**src/rtl/henon_card_drawer.sv**
```systemverilog
// Henon map sequencer: seeds and iterates the core, folds x into distinct card draws.
// Optional CARD_REVERSAL_EN macro enables the reversed-orientation flag.
module henon_card_drawer #(
   parameter int NUM_CARDS  = 78,
   parameter int DRAW_COUNT = 3,
   parameter int WARMUP     = 8,
   parameter int MAX_ITER   = 64
) (
   input  logic        clk,
   input  logic        rst,
   input  logic        draw_req,
   input  logic [31:0] seed_x,
   input  logic [31:0] seed_y,
   input  logic [31:0] perturb,
   output logic        h_start,
   output logic [31:0] h_x_in,
   output logic [31:0] h_y_in,
   output logic [31:0] h_perturb,
   input  logic [31:0] h_x_out,
   input  logic [31:0] h_y_out,
   input  logic        h_done,
   output logic [6:0]  card_idx,
   output logic        card_reversed,
   output logic        card_valid,
   input  logic        card_ready,
   output logic        busy,
   output logic        draw_done,
   output logic        error
);

   localparam int WW = (WARMUP > 0) ? $clog2(WARMUP + 1) : 1;
   localparam int IW = (MAX_ITER > 1) ? $clog2(MAX_ITER) : 1;
   localparam int NW = (DRAW_COUNT > 1) ? $clog2(DRAW_COUNT) : 1;

   localparam logic [WW-1:0] WARM_INIT = WW'(WARMUP);
   localparam logic [IW-1:0] ITER_LAST = IW'(MAX_ITER - 1);
   localparam logic [NW-1:0] CARD_LAST = NW'(DRAW_COUNT - 1);

   typedef enum logic [2:0] {
      IDLE,
      KICK,
      WAIT,
      EVAL,
      EMIT
   } state_t;

   state_t                 state;
   logic [31:0]            cur_x;
   logic [31:0]            cur_y;
   logic [NUM_CARDS-1:0]   used;
   logic [WW-1:0]          warm;
   logic [IW-1:0]          iter;
   logic [NW-1:0]          ncard;
   logic [22:0]            prod;
   logic [6:0]             idx;

   // Offset-binary x scaled onto the deck: -1.0 -> 0, +1.0 -> NUM_CARDS-1
   assign prod = 23'({~cur_x[31], cur_x[30:16]}) * 23'(NUM_CARDS);
   assign idx  = prod[22:16];

   assign h_x_in    = cur_x;
   assign h_y_in    = cur_y;
   assign h_perturb = perturb;
   assign busy      = (state != IDLE);

   always_ff @(posedge clk or posedge rst) begin
      if (rst) begin
         state      <= IDLE;
         cur_x      <= '0;
         cur_y      <= '0;
         used       <= '0;
         warm       <= '0;
         iter       <= '0;
         ncard      <= '0;
         h_start    <= 1'b0;
         card_idx   <= '0;
         card_valid <= 1'b0;
         draw_done  <= 1'b0;
         error      <= 1'b0;
`ifdef CARD_REVERSAL_EN
         card_reversed <= 1'b0;
`endif
      end else begin
         draw_done <= 1'b0;
         unique case (state)
            IDLE: begin
               if (draw_req) begin
                  cur_x   <= seed_x;
                  cur_y   <= seed_y;
                  used    <= '0;
                  ncard   <= '0;
                  iter    <= '0;
                  warm    <= WARM_INIT;
                  error   <= 1'b0;
                  h_start <= 1'b1;
                  state   <= KICK;
               end
            end
            KICK: state <= WAIT;
            WAIT: begin
               if (h_done) begin
                  cur_x   <= h_x_out;
                  cur_y   <= h_y_out;
                  h_start <= 1'b0;
                  state   <= EVAL;
               end
            end
            EVAL: begin
               if (warm != '0) begin
                  warm    <= warm - 1'b1;
                  h_start <= 1'b1;
                  state   <= KICK;
               end else if (!used[idx]) begin
                  used[idx]  <= 1'b1;
                  iter       <= '0;
                  card_idx   <= idx;
                  card_valid <= 1'b1;
`ifdef CARD_REVERSAL_EN
                  card_reversed <= cur_y[31] ^ cur_x[0];
`endif
                  state      <= EMIT;
               end else if (iter == ITER_LAST) begin
                  error     <= 1'b1;
                  draw_done <= 1'b1;
                  state     <= IDLE;
               end else begin
                  iter    <= iter + 1'b1;
                  h_start <= 1'b1;
                  state   <= KICK;
               end
            end
            EMIT: begin
               if (card_ready) begin
                  card_valid <= 1'b0;
                  if (ncard == CARD_LAST) begin
                     draw_done <= 1'b1;
                     state     <= IDLE;
                  end else begin
                     ncard   <= ncard + 1'b1;
                     h_start <= 1'b1;
                     state   <= KICK;
                  end
               end
            end
            default: state <= IDLE;
         endcase
      end
   end

`ifndef CARD_REVERSAL_EN
   assign card_reversed = 1'b0;
`endif

endmodule

```
**config.mk**
```make
export PLATFORM = sky130hd
export DESIGN_NAME = henon_card_drawer
export DESIGN_NICKNAME = d
export VERILOG_FILES = /design/src/rtl/henon_card_drawer.sv
export SDC_FILE = /design/constraint.sdc
export NUM_CORES = 1
export LEC_CHECK = 0
export BUFFER_PORTS_ARGS = -buffer_cell sky130_fd_sc_hd__buf_2
export CAP_MARGIN = 40
export CORE_MARGIN = 3
export CORE_UTILIZATION = 45
export DETAILED_ROUTE_END_ITERATION = 6
export PLACE_DENSITY = 0.76
export SYNTH_ARGS = -nofsm -noshare
export SYNTH_HDL_FRONTEND = slang
export SYNTH_SLANG_ARGS = --single-unit
```
**constraint.sdc**
```tcl
create_clock -name clk -period 6.4 [get_ports clk]
set_clock_uncertainty 0.2 [all_clocks]
set_input_delay 0.96 -clock clk [delete_from_list [all_inputs] [get_ports clk]]
set_output_delay 0.96 -clock clk [all_outputs]
set_load 0.01 [all_outputs]
```
* Yosys cells after proc, flatten, opt, wreduce, memory -nomap -nowiden
Cells that the tools add are included.
** Word-level totals
- RAM bits :: 0
- Bits in latches :: 0
- Output and inout bits :: 109
- Register bits :: 168
- Memory bits (read-only) :: 0
- Input port bits :: 165
- Memories :: 0
- Word-level logic and storage cells :: 116
** Operators by class
- Order comparisons :: 2
- Shifts and indexed selects :: 0
- Reduce and logical (&&, ||, !) cells :: 19
- Bitwise gates (word level) :: 4
- Mux-type cells :: 57
- $mul :: 1
- Divide/modulo/power cells :: 0
- Add/subtract/negate cells :: 3
- Equal/unequal tests :: 18
** Operators with widths (number)
- 78-bit 2-to-1 mux :: 3
- 78-bit one-hot mux with 2 select lines :: 1
- 32-bit 2-to-1 mux :: 4
- 32-bit one-hot mux with 2 select lines :: 2
- 78-bit OR :: 1
- 6-bit 2-to-1 mux :: 4
- 1-bit 2-to-1 mux :: 23
- 16-bit by 6-bit multiplier with 22-bit output, second input constant :: 1
- 2-bit != test, second input constant :: 9
- 4-bit AND reduction :: 4
- 3-bit 2-to-1 mux :: 5
- 3-bit one-hot mux with 5 select lines :: 1
- 6-bit one-hot mux with 2 select lines :: 1
- 3-bit AND reduction :: 4
- 3-bit != test, second input constant :: 3
- 7-bit by 8-bit < comparator with 1-bit output, second input constant :: 1
- 4-bit 2-to-1 mux :: 2
- 4-bit one-hot mux with 2 select lines :: 1
- 2-bit nonzero test :: 4
- 4-bit nonzero test :: 2
- 1-bit binary-select mux with 7-bit select :: 1
- 1-bit demux with 7-bit select :: 1
- 7-bit by 1-bit greater-or-equal comparator with 1-bit output, second input constant :: 1
- 7-bit AND reduction :: 1
- other kinds (17) :: 24

* Logic depth before layout (Yosys ltp)
- Word-level depth :: 10
- Gate-level depth with buffers :: 25

* Least setup slack after synthesis
OpenSTA, ideal clock, no wires.
- Path kind :: reg-to-reg
- From :: register cur_x[25] (netlist: h_x_in[25])
- To :: register card_idx[1]
- Arrival :: 5.568 ns
- Stages on the path, launching flop included :: 22
- Path buffers :: 2
- Period minus slack after synthesis :: 5.893 ns
- Library setup time :: 0.125 ns
- Path slack :: 0.507 ns
- Data required time :: 6.075 ns
- Cell sequence :: dfrtp_1 inv_1 fa_1 inv_1 ha_1 inv_1 fa_1 inv_1 ha_1 a211oi_1 o21ai_1 a211oi_1 a21boi_2 nor2_1 mux4_2 o211ai_1 nand4_1 nor4_4 and2_1 buf_4 buf_6 mux2_2
** Between the ends
- Word-level cells in the longest chain between the ends :: 5
** RTL lines
- start, declared :: line 48 : logic [31:0] cur_x;
- start signal, assigned :: line 102 : cur_x <= h_x_out;
- 16-bit by 6-bit multiplier with 22-bit output * :: line 58 : assign prod = 23'({~cur_x[31], cur_x[30:16]}) * 23'(NUM_CARDS);
- 1-bit binary-select mux with 7-bit select :: line 113 : end else if (!used[idx]) begin
- 1-bit 2-to-1 mux (not written as such) :: line 113
- 1-bit NOT (no line)
- 3-bit AND reduction (no line)
- end signal, assigned :: line 116 : card_idx <= idx;
- end, declared :: line 22 : output logic [6:0] card_idx,
Every way passes the cells marked *; elsewhere a longest branch is shown, timed or not. The select of a mux whose other input is x is not followed.
A chain may end at the register's enable or synchronous reset.

* Worst setup path in the final report
- From :: register cur_x[24] (netlist: h_x_in[24])
- To :: register used[10]
** Between the ends
- Word-level cells in the longest chain between the ends :: 9
- Elaborated cells between the ends (all ways) :: 14
- Those cells by class :: mul (1); order compare (2); eq/ne (1); mux (7); bitwise (1); reduce/logical (2)
** RTL lines
- 16-bit by 6-bit multiplier with 22-bit output * :: line 58
- 7-bit by 8-bit < comparator with 1-bit output (not written as such) / 7-bit by 1-bit greater-or-equal comparator with 1-bit output (equally long branches) :: line 114 : used[idx] <= 1'b1;
- 1-bit logical AND (not written as such) :: line 114
- 1-bit 2-to-1 mux (not written as such) :: line 114
- 1-bit demux with 7-bit select :: line 114
- 78-bit OR (no line)
- 78-bit 2-to-1 mux :: line 113
- 78-bit 2-to-1 mux :: line 109 : if (warm != '0) begin
- 78-bit one-hot mux with 2 select lines :: line 85 : unique case (state)
- end signal, assigned :: line 71 : used <= '0;
- end signal, assigned :: line 90 : used <= '0;
- end signal, assigned by index :: line 114
- end, declared :: line 50 : logic [NUM_CARDS-1:0] used;
Marked as above.

==> impl_metrics.json <==
{
  "crit_path_end_kind": "flip-flop",
  "synthFlopType": "dfrtp_1",
  "row_count": 54,
  "clockBufferDepth": 2,
  "coreArea_sq_um": 22100,
  "final_core_util_pct": 54.9,
  "nFillCells": 1889,
  "cts_sinks": 168,
  "layout.nets": 1418,
  "status": "finished, violations left",
  "hold_viol_final": 0,
  "synth_area_leaders": "dfrtp_1, a32o_1, mux2i_1",
  "ys_seq_area_share_pct": 41.0,
  "gr-total-overflow": 0,
  "pin_count": 274,
  "synth_cells": 1021,
  "whs_ps": 266,
  "cts-htree-levels": 4,
  "path_delay_family": "compound AO/OA/AOI/OAI gates",
  "max-slew-margin-rel_pct": 42.7,
  "final_common_cell": "buf_2",
  "fp.dieH_um": 157,
  "syn2layout_area_growth_pct": 18.3,
  "grt_max_degree": 85,
  "max_freq_ghz": 0.163,
  "dp_hpwl_mm": 20.8,
  "maxCapViolations": 0,
  "antenna_found_initial": 0,
  "clockRootBuffer": "clkbuf_16",
  "place.gp.congestion": 0.939,
  "avgSynthCellArea_sq_um": 10.0,
  "fp.dieArea_sq_um": 24600,
  "synth_area_leader_cell": "dfrtp_1",
  "n_antenna_cell": 0,
  "viasPerCell": 5.90,
  "synth_top_area_share_pct": 41.0,
  "period_share_pct": 95.7,
  "report.final.slew_viol_count": 0,
  "slowest_stage": "fa_1",
  "syn_area_sq_um": 10200,
  "crit_path_frequent_cell": "inv_1",
  "mostFrequentLayoutCells": "buf_2, dfrtp_1, nand2_1",
  "port_buffers": 208,
  "path_max_fanout": 43,
  "finalWirelength_mm": 28.4,
  "layout_min_cycle_time_ps": 6130,
  "ys_seq_elements": 168,
  "worst-path-buf-inv": 5,
  "grt_pass1_vias": 8876,
  "rsz0062_at_grt": "no",
  "syn_nets": 1251,
  "cts-buffers-inserted": 17,
  "drive_above_1_share_pct": 25.8,
  "grt_use_total_pct": 23.2,
  "synth-async-reset-ratio_pct": 100,
  "clkTransAtPathRegs_ps": 70,
  "ant_nets": 0,
  "cts_hold_buf": 0,
  "r2r_slack_ps": 270,
  "yosys_warnings": 0,
  "placed_area_sq_um": 11500,
  "drtPass1Iterations": 7,
  "worstPathCellList": "inv_1 -> fa_1 -> inv_1 -> ha_1 -> inv_1 -> fa_1 -> inv_1 -> ha_1 -> a211o_1 -> o211a_1 -> o21bai_2 -> nand3_1 -> a211oi_2 -> a32oi_1 -> and4_1 -> a31o_2 -> nor4_4 -> and2_4 -> buf_12 -> a32o_1",
  "die-width_um": 157,
  "setup_violations": 0,
  "vias": 8736,
  "crit_arrival_ps": 6280,
  "start_kind": "flip-flop",
  "yosys.cell_types.count": 77,
  "cts_tree": "built",
  "drt_iter0_markers": 841,
  "route.detailed.drc": 1,
  "hp-class": "primary input to asynchronous set/reset pin",
  "synth_edf_count": 0,
  "clkLatencyLatePin_ps": 430,
  "final_area_sq_um": 12100,
  "cpPeakStageDelay_ps": 560,
  "grt_pass1_wl_mm": 45.5,
  "tns_ps": 0,
  "tightest_slew_ps": 860,
  "violations": "DRC",
  "cp.required_ps": 6550,
  "start_util_pct": 46.4,
  "wl_per_cell_um": 19.1,
  "crit_type": "flip-flop to flip-flop"
}
==> cell families after synthesis <==
| logic type | after synthesis | synth area share [%] |
|---|---|---|
| other | 1 | 0.0366 |
| adders and majority gates | 65 | 9.84 |
| DFF | 168 | 41.0 |
| and+or+nand+nor | 257 | 11.6 |
| xor gates and xnor gates | 8 | 0.684 |
| muxes | 81 | 9.00 |
| AOI/OAI and AO/OA | 268 | 19.6 |
| buffers and inverters | 173 | 8.25 |
==> final cells by class <==
cell class	instances	area (sq um)	share of cell area, %
clock inverter	15	191	1.58
clock buffer	17	425	3.51
tap	280	350	2.89
inverter	79	302	2.49
multi-input combinational	680	5240	43.2
sequential	168	4200	34.7
timing repair buffer	242	1410	11.7
==> worst reg2reg max path: cells and delay by family (launching register included) <==
| family | cells | cell delay [ps] |
|---|---|---|
| flip-flops | 1 | 400 |
| AND/OR/NAND/NOR | 4 | 1180 |
| AO/OA/AOI/OAI | 7 | 2050 |
| adder cells (fa/ha/maj) | 4 | 1670 |
| buffers and inverters | 5 | 520 |
==> flip-flops by register name (all words and copies together) (netlist names) <==
register and flops:
used 78, h_x_in 32, h_y_in 32, card_idx 7
iter 6, warm 4, state 3, ncard 2
card_valid 1, draw_done 1, error 1, h_start 1
==> path summary, 6_finish.rpt <==
kind,cells after the start,start,endpoint
max,20,h_x_in[24]$_DFFE_PP0P_,used[10]$_DFFE_PP0P_
min,2,rst,h_x_in[1]$_DFFE_PP0P_
max reg2reg,20,h_x_in[24]$_DFFE_PP0P_,used[10]$_DFFE_PP0P_
min reg2reg,2,h_x_in[15]$_DFFE_PP0P_,h_x_in[15]$_DFFE_PP0P_
max in group asynchronous,5,rst,used[20]$_DFFE_PP0P_
min in group clk,2,h_x_in[15]$_DFFE_PP0P_,h_x_in[15]$_DFFE_PP0P_
==> layer usage <==
layer	vias up	track usage, %	share of wire [%]
met5	-	0	0
met4	0	8.75	3.1
met3	90	4.92	6.5
met2	389	38.8	49
met1	4240	29.8	41
li1	4017	-	-
==> cells in the mapped netlist, types with 15 or more instances <==
cell type	instances
nor2_1	49
buf_4	36
a21oi_1	15
ha_1	39
nor3_1	25
o21ai_0	82
inv_1	79
clkbuf_1	32
mux2i_1	67
nand2_1	112
fa_1	26
a32o_1	68
nand3_1	22
dfrtp_1	168
==> timing repair <==
action                                  in CTS  in global routing
gates resized for setup                      0                  6
endpoints found under the setup margin       0                 85
buffers inserted                             0                  0
==> per-stage QoR <==
| stage | setup slack, ps | std cells |
|---|---|---|
| floorplan | 507 | 1021 |
| detailed placement | 250 | 1449 |
| CTS | 127 | 1481 |
| global route | 47.7 | 1481 |
| finish | 274 | 1481 |
| global placement | 357 | 1445 |
Power is left out: the tool's default activity adds up to more than one toggle a clock period on the data nets, which glitch-free logic cannot reach.
